`config.mk`:
```
export PLATFORM = sky130hd
export DESIGN_NAME = half_adder_dataflow_reg_flat
export DESIGN_NICKNAME = d
export VERILOG_FILES = /design/src/rtl/half_adder_dataflow_reg_if.sv /design/src/rtl/half_adder_dataflow_reg.sv /design/src/flat_wrapper.sv
export SDC_FILE = /design/constraint.sdc
export NUM_CORES = 1
export LEC_CHECK = 0
export BUFFER_PORTS_ARGS = -buffer_cell sky130_fd_sc_hd__buf_2
export CELL_PAD_IN_SITES_DETAIL_PLACEMENT = 1
export CELL_PAD_IN_SITES_GLOBAL_PLACEMENT = 1
export CORE_MARGIN = 5
export CORE_UTILIZATION = 30
export CTS_BUF_LIST = sky130_fd_sc_hd__clkbuf_2 sky130_fd_sc_hd__clkbuf_4 sky130_fd_sc_hd__clkbuf_8
export DETAILED_ROUTE_END_ITERATION = 10
export GPL_ROUTABILITY_DRIVEN = 1
export PLACE_DENSITY = 0.64
export SYNTH_ARGS = -nofsm -noshare
export SYNTH_HDL_FRONTEND = slang
export SYNTH_SLANG_ARGS = --single-unit
```
`constraint.sdc`:
```
create_clock -name clk -period 1.4 [get_ports clk]
set_clock_uncertainty 0.05 [all_clocks]
set_input_delay 0.14 -clock clk [delete_from_list [all_inputs] [get_ports clk]]
set_output_delay 0.14 -clock clk [all_outputs]
set_load 0.02 [all_outputs]
```
`src/rtl/half_adder_dataflow_reg_if.sv`:
```
// rtl/half_adder_dataflow_reg_if.sv - lane operands, dataflow results and registered copy
// for the half adder cell.
interface half_adder_dataflow_reg_if #(
   parameter int WIDTH = 1,
   parameter int CNT_W = 8
);
   logic [WIDTH-1:0] a;
   logic [WIDTH-1:0] b;
   logic             in_valid;
   logic [WIDTH-1:0] sum;
   logic [WIDTH-1:0] carry;
   logic [WIDTH-1:0] sum_q;
   logic [WIDTH-1:0] carry_q;
   logic             out_valid;
   logic [CNT_W-1:0] carry_count;

   modport master (
      output a, b, in_valid,
      input  sum, carry, sum_q, carry_q, out_valid, carry_count
   );

   modport slave (
      input  a, b, in_valid,
      output sum, carry, sum_q, carry_q, out_valid, carry_count
   );
endinterface

```
`src/rtl/half_adder_dataflow_reg.sv`:
```
// rtl/half_adder_dataflow_reg.sv - per-lane half adder with a registered copy,
// valid flag and saturating carry-event counter.
module half_adder_dataflow_reg #(
   parameter int WIDTH = 1,
   parameter int CNT_W = 8
) (
   input logic                    clk,
   input logic                    rst,
   half_adder_dataflow_reg_if.slave bus
);
   logic [WIDTH-1:0] sum_r;
   logic [WIDTH-1:0] carry_r;
   logic             valid_r;
   logic [CNT_W-1:0] count_r;
   logic             any_carry;

   assign bus.sum   = bus.a ^ bus.b;
   assign bus.carry = bus.a & bus.b;
   assign any_carry = |(bus.a & bus.b);

   always_ff @(posedge clk or posedge rst) begin
      if (rst) begin
         sum_r   <= '0;
         carry_r <= '0;
         valid_r <= 1'b0;
         count_r <= '0;
      end else begin
         valid_r <= bus.in_valid;
         if (bus.in_valid) begin
            sum_r   <= bus.a ^ bus.b;
            carry_r <= bus.a & bus.b;
         end
         // Stop at all-ones so a long debug run never wraps back to a small count.
         if (bus.in_valid && any_carry && (count_r != {CNT_W{1'b1}}))
            count_r <= count_r + 1'b1;
      end
   end

   assign bus.sum_q       = sum_r;
   assign bus.carry_q     = carry_r;
   assign bus.out_valid   = valid_r;
   assign bus.carry_count = count_r;
endmodule

```
`src/flat_wrapper.sv`:
```
// flat-port wrapper written by rule: the top's interface ports become plain ports
module half_adder_dataflow_reg_flat 
#(
   parameter int WIDTH = 1,
   parameter int CNT_W = 8
)
  (clk, rst, bus_a, bus_b, bus_in_valid, bus_sum, bus_carry, bus_sum_q, bus_carry_q, bus_out_valid, bus_carry_count);
  half_adder_dataflow_reg_if #(.WIDTH(WIDTH), .CNT_W(CNT_W)) bus_i ();
  input logic clk;
  input logic rst;
  input wire logic [$bits(bus_i.a)-1:0] bus_a;
  input wire logic [$bits(bus_i.b)-1:0] bus_b;
  input wire logic [$bits(bus_i.in_valid)-1:0] bus_in_valid;
  output wire logic [$bits(bus_i.sum)-1:0] bus_sum;
  output wire logic [$bits(bus_i.carry)-1:0] bus_carry;
  output wire logic [$bits(bus_i.sum_q)-1:0] bus_sum_q;
  output wire logic [$bits(bus_i.carry_q)-1:0] bus_carry_q;
  output wire logic [$bits(bus_i.out_valid)-1:0] bus_out_valid;
  output wire logic [$bits(bus_i.carry_count)-1:0] bus_carry_count;
  assign bus_i.a = bus_a;
  assign bus_i.b = bus_b;
  assign bus_i.in_valid = bus_in_valid;
  assign bus_sum = bus_i.sum;
  assign bus_carry = bus_i.carry;
  assign bus_sum_q = bus_i.sum_q;
  assign bus_carry_q = bus_i.carry_q;
  assign bus_out_valid = bus_i.out_valid;
  assign bus_carry_count = bus_i.carry_count;
  half_adder_dataflow_reg #(.WIDTH(WIDTH), .CNT_W(CNT_W)) u_core (.clk(clk), .rst(rst), .bus(bus_i));
endmodule
```
==> flow_summary.toml, run 1 <==
[outcome]
outcome = "complete, no violations"

[grt]
grt_pass1_vias = 504
grt_overflow = 0
grt.total_usage_pct = 11.47
grt_max_degree = 12
grt_pass1_wl_mm = 2.256
antenna_found_initial = 0

[routing]
dr.pass1.iters = 3
vias_per_cell = 4.470
wirelength_mm = 1.248
vias = 447
wire_per_inst_um = 12.48
detail-route-antenna-nets = 0
drc = 0
drt_iter0_drc = 2

[final_layout]
area_growth_syn_to_layout_pct = 45.99
diodes = 0
regArea_um2 = 281.5
layout.nets = 83
n_fill_cell = 199
layout-drive-gt1-share_pct = 57.33
fin_area_um2 = 774.5
final_common_cell = "buf_2"
layout_common_cells = "buf_2, buf_4, dfrtp_1"
multi_input_area_um2 = 274.0
stdcell_count = 100

[sta]
rsz0062_at_grt = "true"
final_max_slew_viol_count = 0
relSlewSlack_pct = 71.55
finalCriticalPeriod_ns = 1.354
setup_viol = 0
tightest_slew_ns = 0.4263
fin_ws_ns = 0.04601
finalHoldViolations = 0
fmax_ghz = 0.7386
fin_crit_sh_pct = 96.71

[min_path]
hp-start = "bus_in_valid"
hold_class = "input port to register"

[critical_path]
path_class = "register to register"
rr_startpoint = "u_core.bus.carry_count[0]"
crit_path_max_fanout = 4
slowest_stage = "dfrtp_2"
crit_arrival_ns = 1.46
crit_required_ns = 1.51
slowest_delay_ns = 0.40
start_kind = "register"
end_kind = "register"
critical_path_buf_inv_count = 0
worstSetupStartpoint = "u_core.bus.carry_count[0]"
path_cells = "ha_2 -> nand2_4 -> o21ai_4 -> mux2_4"
critical-path-top-delay-family = "flip-flops"

[clocking]
cts_sinks = 11
ctsHtreeMaxLevel = 1
clk_latency_ns = 0.27
clk_path_buf_depth = 2
cts-buffers-inserted = 3
cts-root-buf = "clkbuf_4"
post_cts_buffers = 0
path_clk_slew_ns = 0.07
cts_tree = "built"

[synthesis]
seq_area_frac_synth_pct = 51.89
synth.net_count = 53
ys_types = 21
avgSynthCellArea_um2 = 11.53
ys_seq_elements = 11
synth_warnings = 0
synth_area_um2 = 530.5
syn_inst = 46

[floorplan]
die_y_um = 52.05
dieArea_mm2 = 0.002709
io_pins = 18
initial_core_util_pct = 31.06
die-width_um = 52.05
rows = 15
core_area_mm2 = 0.001708

[pwr]
p_per_area_mw_per_mm2 = 1509
p_switching_mw = 0.4424
p_seq_share_pct = 40.8
pwr-share-comb_pct = 38.8
pwr-share-clk_pct = 20.4
p_leak_nw = 0.3801
peakVddDrop_uv = 901.9
p_sw_share_pct = 37.85
p_int_mw = 0.7263

[placement]
dpl.hpwl_mm = 1.006
place_congestion = 0.6970
placedCellCount = 94
io_buffers = 17
place_area_um2 = 708.2
dp_slack_ns = 0.02688

[flow_run]
maxCapViolations = 0
-- cells in the mapped netlist --
cell type / instances / area share (%)
dfrtp_1: 11 / 52
nand2_1: 6 / 4.2
a21oi_1: 3 / 2.8
nor2_1: 3 / 2.1
ha_1: 2 / 4.7
inv_1: 2 / 1.4
mux2_1: 2 / 4.2
nand3_1: 2 / 1.9
xnor2_1: 2 / 3.3
xor2_1: 2 / 3.3
a31oi_1: 1 / 1.2
and2_2: 1 / 1.4
and3_4: 1 / 2.1
mux2_4: 1 / 2.8
nand3_4: 1 / 3.3
nand4_1: 1 / 1.2
nor2b_1: 1 / 1.2
nor3_1: 1 / 0.94
nor3_2: 1 / 1.9
o21ai_0: 1 / 0.94
o21ai_4: 1 / 3.1
-- worst register-to-register path, stage by stage, from the launching register on --
cell and delay (ns):
dfrtp_2 0.40, ha_2 0.21, nand2_4 0.09, o21ai_4 0.19
mux2_4 0.31
-- metrics by stage --
step           util (%)  power (mW)  hold WS, ns   TNS [ns]
6_report          45.35       1.169      0.07042          0
5_1_grt           45.35       1.257      0.06896   -0.01651
4_1_cts           44.40       1.172      0.07186          0
3_5_place_dp      41.47      0.9186       0.1167          0
3_3_place_gp      41.47      0.9080       0.1100          0
2_1_floorplan         -      0.7363     -0.05790  -0.002695
-- state kept, by name (all words and copies together) (netlist names) --
| signal | flops |
|---|---|
| u_core.bus.sum_q | 1 |
| u_core.bus.out_valid | 1 |
| u_core.bus.carry_count | 8 |
| u_core.bus.carry_q | 1 |
-- area by class of cell --
type / count / area share [%]
Clock buffer: 4 / 3.877
Inverter: 2 / 0.9693
Timing Repair Buffer: 25 / 19.39
Tap cell: 25 / 4.039
Sequential cell: 11 / 36.35
Multi-Input combinational cell: 33 / 35.38
-- worst paths after layout --
check,endpoint,slack [ns],cells after the start
max,u_core.bus.carry_count[1],0.05,4
min,u_core.bus.carry_q,0.07,2
max reg2reg,u_core.bus.carry_count[1],0.05,4
min reg2reg,u_core.bus.sum_q,0.43,1
max in group asynchronous,u_core.bus.carry_count[0],0.63,3
min in group asynchronous,u_core.bus.carry_q,0.35,3
-- metal layers --
metal  track usage, %  share of wire (%)  vias to the layer above
met5                0                  0                        -
met4            7.860                2.5                        0
met3            1.719                2.9                        4
met2            17.78                 52                       11
met1            14.46                 42                      214
li1                 -                  -                      218
-- kinds of logic (layout without fill, tap and decap cells) --
kind of cell / Yosys count / in the layout / share of synthesized area [%]
AND/OR/NAND/NOR: 18 / 18 / 20.28
XOR/XNOR: 4 / 4 / 6.605
adder cells (fa/ha/maj): 2 / 2 / 4.716
multiplexers: 3 / 3 / 7.074
buffers and inverters: 2 / 31 / 1.416
flip-flops: 11 / 11 / 51.89
AO/OA/AOI/OAI: 6 / 6 / 8.019
-- power groups by stage --
stage	combinational (mW)	clock (mW)	sequential [mW]
after floorplan	0.147	0	0.589
after global placement	0.426	0	0.482
after detailed placement	0.438	0	0.481
after CTS	0.444	0.253	0.476
after global routing	0.500	0.266	0.491
final	0.454	0.238	0.476
-- timing repair --
item | in CTS | in global routing
endpoints found under the hold margin | 12 | 0
resized for setup | 0 | 4
hold buffers | 2 | 0
setup endpoints to repair | 0 | 5
Note: power is estimated with default switching activity, not from simulation.
==> inputs of run 2 (changes only) <==
--- a/config.mk
+++ b/config.mk
@@ -13,6 +13,7 @@
 export CTS_BUF_LIST = sky130_fd_sc_hd__clkbuf_2 sky130_fd_sc_hd__clkbuf_4 sky130_fd_sc_hd__clkbuf_8
 export DETAILED_ROUTE_END_ITERATION = 10
 export GPL_ROUTABILITY_DRIVEN = 1
+export GPL_TIMING_DRIVEN = 0
 export PLACE_DENSITY = 0.64
 export SYNTH_ARGS = -nofsm -noshare
 export SYNTH_HDL_FRONTEND = slang
==> run 2 against run 1 <==
Net effect: clock power down 2%; critical path type unchanged; combinational power is 5.1% lower; clock-buffer cell count is the same; sequential share of layout area rose by 0.42 points; global-route usage decreased by 1.0 points; worst hold slack worse by 0.0049 ns.
==> flow_summary.toml, run 2 (synthesis results as in run 1) <==
[critical_path]
slowest_stage = "dfrtp_2"
crit_path_max_fanout = 5
critical-path-top-delay-family = "flip-flops"
slowest_delay_ns = 0.39
path_cells = "and3_4 -> nand3_4 -> o21ai_4 -> mux2_4"
start_kind = "register"
end_kind = "register"
path_class = "register to register"
crit_required_ns = 1.50
crit_arrival_ns = 1.47
critical_path_buf_inv_count = 0

[sta]
finalCriticalPeriod_ns = 1.370
fmax_ghz = 0.7301
whs_ns = 0.06550
fin_crit_sh_pct = 97.84
setup_viol = 0
rsz0062_at_grt = "true"
relSlewSlack_pct = 71.57
tightest_slew_ns = 0.4260
finalHoldViolations = 0
final_max_slew_viol_count = 0

[final_layout]
final_common_cell = "buf_2"
layout.nets = 83
layout_common_cells = "buf_2, buf_4, dfrtp_1"
diodes = 0
layout-drive-gt1-share_pct = 56.00
area_growth_syn_to_layout_pct = 44.34
post-route-util_pct = 44.84
largest_reg_flops = 8
n_fill_cell = 206

[floorplan]
initial_core_util_pct = 31.06
dieArea_mm2 = 0.002709
rows = 15
die-width_um = 52.05
core_area_mm2 = 0.001708
die_y_um = 52.05
io_pins = 18

[placement]
place_congestion = 0.6984
io_buffers = 17
dpl.hpwl_um = 882.7

[grt]
antenna_found_initial = 0
grt_pass1_vias = 452
grt_max_degree = 12
grt_overflow = 0
grt.total_usage_pct = 10.44
grt_pass1_wl_mm = 2.007

[flow_run]
maxCapViolations = 0

[clocking]
clk_path_buf_depth = 2
path_clk_slew_ns = 0.07
cts-buffers-inserted = 3
clk_latency_ns = 0.27
ctsHtreeMaxLevel = 1
cts_sinks = 11
cts_tree = "built"
cts-root-buf = "clkbuf_4"

[routing]
dr.pass1.iters = 2
drt_iter0_drc = 3
wirelength_mm = 1.202
drc = 0
vias = 437
vias_per_cell = 4.370
detail-route-antenna-nets = 0
wire_per_inst_um = 12.02

[outcome]
outcome = "complete, no violations"

[min_path]
hold_class = "input port to register"

[pwr]
p_per_area_mw_per_mm2 = 1504
peakVddDrop_uv = 886.9
total_power_mw = 1.151
p_leak_nw = 0.3647
## run 2: cell count changes in the layout (fill, tap and decap cells not counted)
cell / before / now
ha_1: 0 / 1
ha_2: 2 / 1
nor3_2: 1 / 2
nor3_4: 1 / 0
## run 2: per-layer routing
layer	vias to the layer above	global-route usage, %	part of all wire [%]
met5	-	0	0
met4	0	5.240	2.3
met3	2	5.444	6.1
met2	13	16.53	48
met1	207	11.25	43
li1	215	-	-
## run 2: cell type report
cell class | count | area (um2) | area share (%)
Clock buffer | 4 | 30.03 | 3.922
Inverter | 2 | 7.507 | 0.9804
Sequential cell | 11 | 281.5 | 36.76
Timing Repair Buffer | 25 | 150.1 | 19.61
Tap cell | 25 | 31.28 | 4.085
Multi-Input combinational cell | 33 | 265.3 | 34.64
## run 2: path summary, 6_finish.rpt
kind,start,to,slack [ns],depth (start not counted)
max reg2reg,u_core.bus.carry_count[4],u_core.bus.carry_count[1],0.03,4
min,bus_in_valid,u_core.bus.carry_q,0.07,2
min reg2reg,u_core.bus.sum_q,u_core.bus.sum_q,0.43,1
min in group asynchronous,rst,u_core.bus.carry_q,0.35,3
max in group asynchronous,rst,u_core.bus.carry_count[0],0.62,3
max,u_core.bus.carry_count[4],u_core.bus.carry_count[1],0.03,4
## run 2: where the power goes
part	leakage [nW]	internal (mW)	switching (mW)
logic	0.213	0.184	0.247
clock network	0.0184	0.130	0.104
registers	0.133	0.405	0.0816
## run 2: stage by stage
stage / TNS (ns) / setup WS (ns) / cell area (um2) / instances
2_1_floorplan: -0.002695 / -0.002695 / 546.8 / 46
3_3_place_gp: -0.03714 / -0.03714 / 663.1 / 88
6_report: 0 / 0.03028 / 765.7 / 100
3_5_place_dp: -0.09272 / -0.09024 / 663.1 / 88
5_1_grt: -0.01129 / -0.006241 / 765.7 / 100
4_1_cts: -0.004833 / -0.004833 / 723.2 / 95
## run 2: timing repair
item / CTS / global route
pin swaps: 0 / 3
hold endpoints to repair: 12 / 0
cloned: 0 / 0
buffers inserted: 1 / 5
hold buffers: 2 / 0
gates resized for setup: 1 / 1
endpoints found under the setup margin: 2 / 5
==> inputs of run 3 (changes only) <==
--- a/config.mk
+++ b/config.mk
@@ -5,6 +5,7 @@
 export SDC_FILE = /design/constraint.sdc
 export NUM_CORES = 1
 export LEC_CHECK = 0
+export ABC_AREA = 1
 export BUFFER_PORTS_ARGS = -buffer_cell sky130_fd_sc_hd__buf_2
 export CELL_PAD_IN_SITES_DETAIL_PLACEMENT = 1
 export CELL_PAD_IN_SITES_GLOBAL_PLACEMENT = 1
@@ -14,7 +15,7 @@
 export DETAILED_ROUTE_END_ITERATION = 10
 export GPL_ROUTABILITY_DRIVEN = 1
 export GPL_TIMING_DRIVEN = 0
-export PLACE_DENSITY = 0.64
+export PLACE_DENSITY = 0.66
 export SYNTH_ARGS = -nofsm -noshare
 export SYNTH_HDL_FRONTEND = slang
 export SYNTH_SLANG_ARGS = --single-unit
==> run 3 against run 2 <==
Net effect: routed wire length increased by 24%; sequential power shrank 6.0%; clock-buffer cell count stayed put; final area is 4.1% higher; non-clock buffer count decreased by 3; cell count rose by 26%; critical path depth rose by 4; worst hold slack better by 0.13 ns; die area up 9.1%.
==> flow_summary.toml, run 3 <==
[outcome]
outcome = "complete, no violations"

[sta]
rsz0062_at_grt = "false"
fin_ws_ns = 0.1177
fmax_ghz = 0.7798
finalHoldViolations = 0
relSlewSlack_pct = 71.78
tightest_slew_ns = 0.4229
whs_ns = 0.1950
final_max_slew_viol_count = 0
setup_viol = 0
finalCriticalPeriod_ns = 1.282
fin_crit_sh_pct = 91.59

[clocking]
cts-buffers-inserted = 3
path_clk_slew_ns = 0.07
ctsHtreeMaxLevel = 1
cts_tree = "built"
clk_path_buf_depth = 2
cts_sinks = 11
cts-root-buf = "clkbuf_4"
clk_latency_ns = 0.27

[final_layout]
largest_reg_flops = 8
layout-drive-gt1-share_pct = 36.36
area_growth_syn_to_layout_pct = 34.96
regArea_um2 = 277.8
final_common_cell = "nand2_1"
layout.nets = 107
diodes = 0
layout_common_cells = "nand2_1, buf_2, inv_1"
n_fill_cell = 260
multi_input_area_um2 = 284.0

[pwr]
p_int_mw = 0.6633
total_power_mw = 1.046
p_switching_mw = 0.3830
p_per_area_mw_per_mm2 = 1313
pwr-share-clk_pct = 22.6
p_leak_nw = 0.4128
peakVddDrop_uv = 672.3
p_seq_share_pct = 43.8
p_sw_share_pct = 36.61
pwr-share-comb_pct = 33.6

[critical_path]
path_class = "register to register"
start_kind = "register"
end_kind = "register"
crit_path_max_fanout = 7
crit_arrival_ns = 1.40
crit_required_ns = 1.51

[routing]
vias = 556
vias_per_cell = 4.413
detail-route-antenna-nets = 0
wire_per_inst_um = 11.80
wirelength_mm = 1.487
dr.pass1.iters = 4
drc = 0
drt_iter0_drc = 3

[synthesis]
synth_top_area_share_pct = 46.61
synth_edf_count = 0
synth_area_leaders = "dfrtp_1, nand2_1, inv_1, ha_1, nand3_1"
syn_inst = 73
ys_seq_elements = 11
ys_types = 17
seq_area_frac_synth_pct = 46.61
yosys_most_used_dff = "dfrtp_1"
synth.net_count = 80
synth_most_common_cell = "nand2_1"
synth_top_area_cell = "dfrtp_1"
avgSynthCellArea_um2 = 8.090
synth-async-reset-ratio_pct = 100.0
ys_top_cells_by_count = "nand2_1, dfrtp_1, inv_1, nand3_1, nor2_1"
synth_warnings = 0
synth_area_um2 = 590.6

[floorplan]
io_pins = 18
die_y_um = 54.37
rows = 16
initial_core_util_pct = 30.73
dieArea_mm2 = 0.002956
core_area_mm2 = 0.001922
die-width_um = 54.37

[grt]
grt_pass1_vias = 591
grt_max_degree = 12
antenna_found_initial = 0
grt_pass1_wl_mm = 2.587
grt.total_usage_pct = 12.17
grt_overflow = 0

[placement]
dpl.hpwl_mm = 1.113
io_buffers = 17
place_congestion = 0.7783
dp_slack_ns = -0.01843

[flow_run]
maxCapViolations = 0

[min_path]
hold_class = "input port to register"
==> run 3: cells by family after synthesis <==
group	share of synthesized area [%]
flip-flops	46.61
multiplexers	1.907
buffers and inverters	7.417
AO/OA/AOI/OAI	3.813
adder cells (fa/ha/maj)	4.237
AND/OR/NAND/NOR	33.05
XOR/XNOR	2.967
==> run 3: layout make-up <==
cell class                      count  area share (%)
Multi-Input combinational cell     51           35.64
Sequential cell                    11           34.85
Timing Repair Buffer               22           16.01
Inverter                           11           5.495
Tap cell                           27           4.239
Clock buffer                        4           3.768
==> run 3: power by group through the flow <==
stage | logic (mW) | registers, mW | clock network, mW
floorplan | 0.121 | 0.513 | 0
global placement | 0.272 | 0.456 | 0
detailed placement | 0.278 | 0.460 | 0
CTS | 0.307 | 0.445 | 0.249
global route | 0.390 | 0.467 | 0.259
finish | 0.352 | 0.458 | 0.237
==> run 3: per-stage QoR <==
step	TNS (ns)	util [%]	cell area [um2]	cells
6_report	0	41.47	797.0	126
5_1_grt	0	41.47	797.0	126
3_5_place_dp	-0.04225	36.98	710.7	117
3_3_place_gp	0	36.98	710.7	117
4_1_cts	0	40.10	770.7	124
2_1_floorplan	0	-	591.8	73
==> run 3: layer usage <==
| layer | vias to the layer above | GRT usage, % | share of wire (%) |
|---|---|---|---|
| li1 | 280 | - | - |
| met1 | 265 | 14.48 | 43 |
| met2 | 9 | 21.71 | 53 |
| met3 | 2 | 0.8174 | 2.3 |
| met4 | 0 | 6.224 | 1.3 |
| met5 | - | 0 | 0 |
==> run 3: path summary, 6_finish.rpt <==
| path | startpoint | end | slack [ns] | cells after the start |
|---|---|---|---|---|
| max | u_core.bus.carry_count[1] | u_core.bus.carry_count[4] | 0.12 | 8 |
| min | bus_a | u_core.bus.sum_q | 0.19 | 3 |
| max reg2reg | u_core.bus.carry_count[1] | u_core.bus.carry_count[4] | 0.12 | 8 |
| min reg2reg | u_core.bus.sum_q | u_core.bus.sum_q | 0.46 | 1 |
| max in group asynchronous | rst | u_core.bus.carry_count[1] | 0.62 | 3 |
| min in group asynchronous | rst | u_core.bus.carry_count[4] | 0.35 | 3 |
==> run 3: repair_timing <==
item / CTS / global route
pin swaps: 0 / 1
hold buffers: 2 / 0
gates resized for setup: 1 / 2
endpoints found under the setup margin: 4 / 6
buffers inserted: 1 / 2
hold endpoints to repair: 12 / 0
==> run 3: critical path, cell delays in order, from the launching register on <==
cell	delay, ns
dfrtp_2	0.41
ha_4	0.17
nand2_2	0.08
nor2_2	0.11
nand2_2	0.09
nand2_4	0.13
inv_4	0.05
nand2_1	0.05
nand2_1	0.05
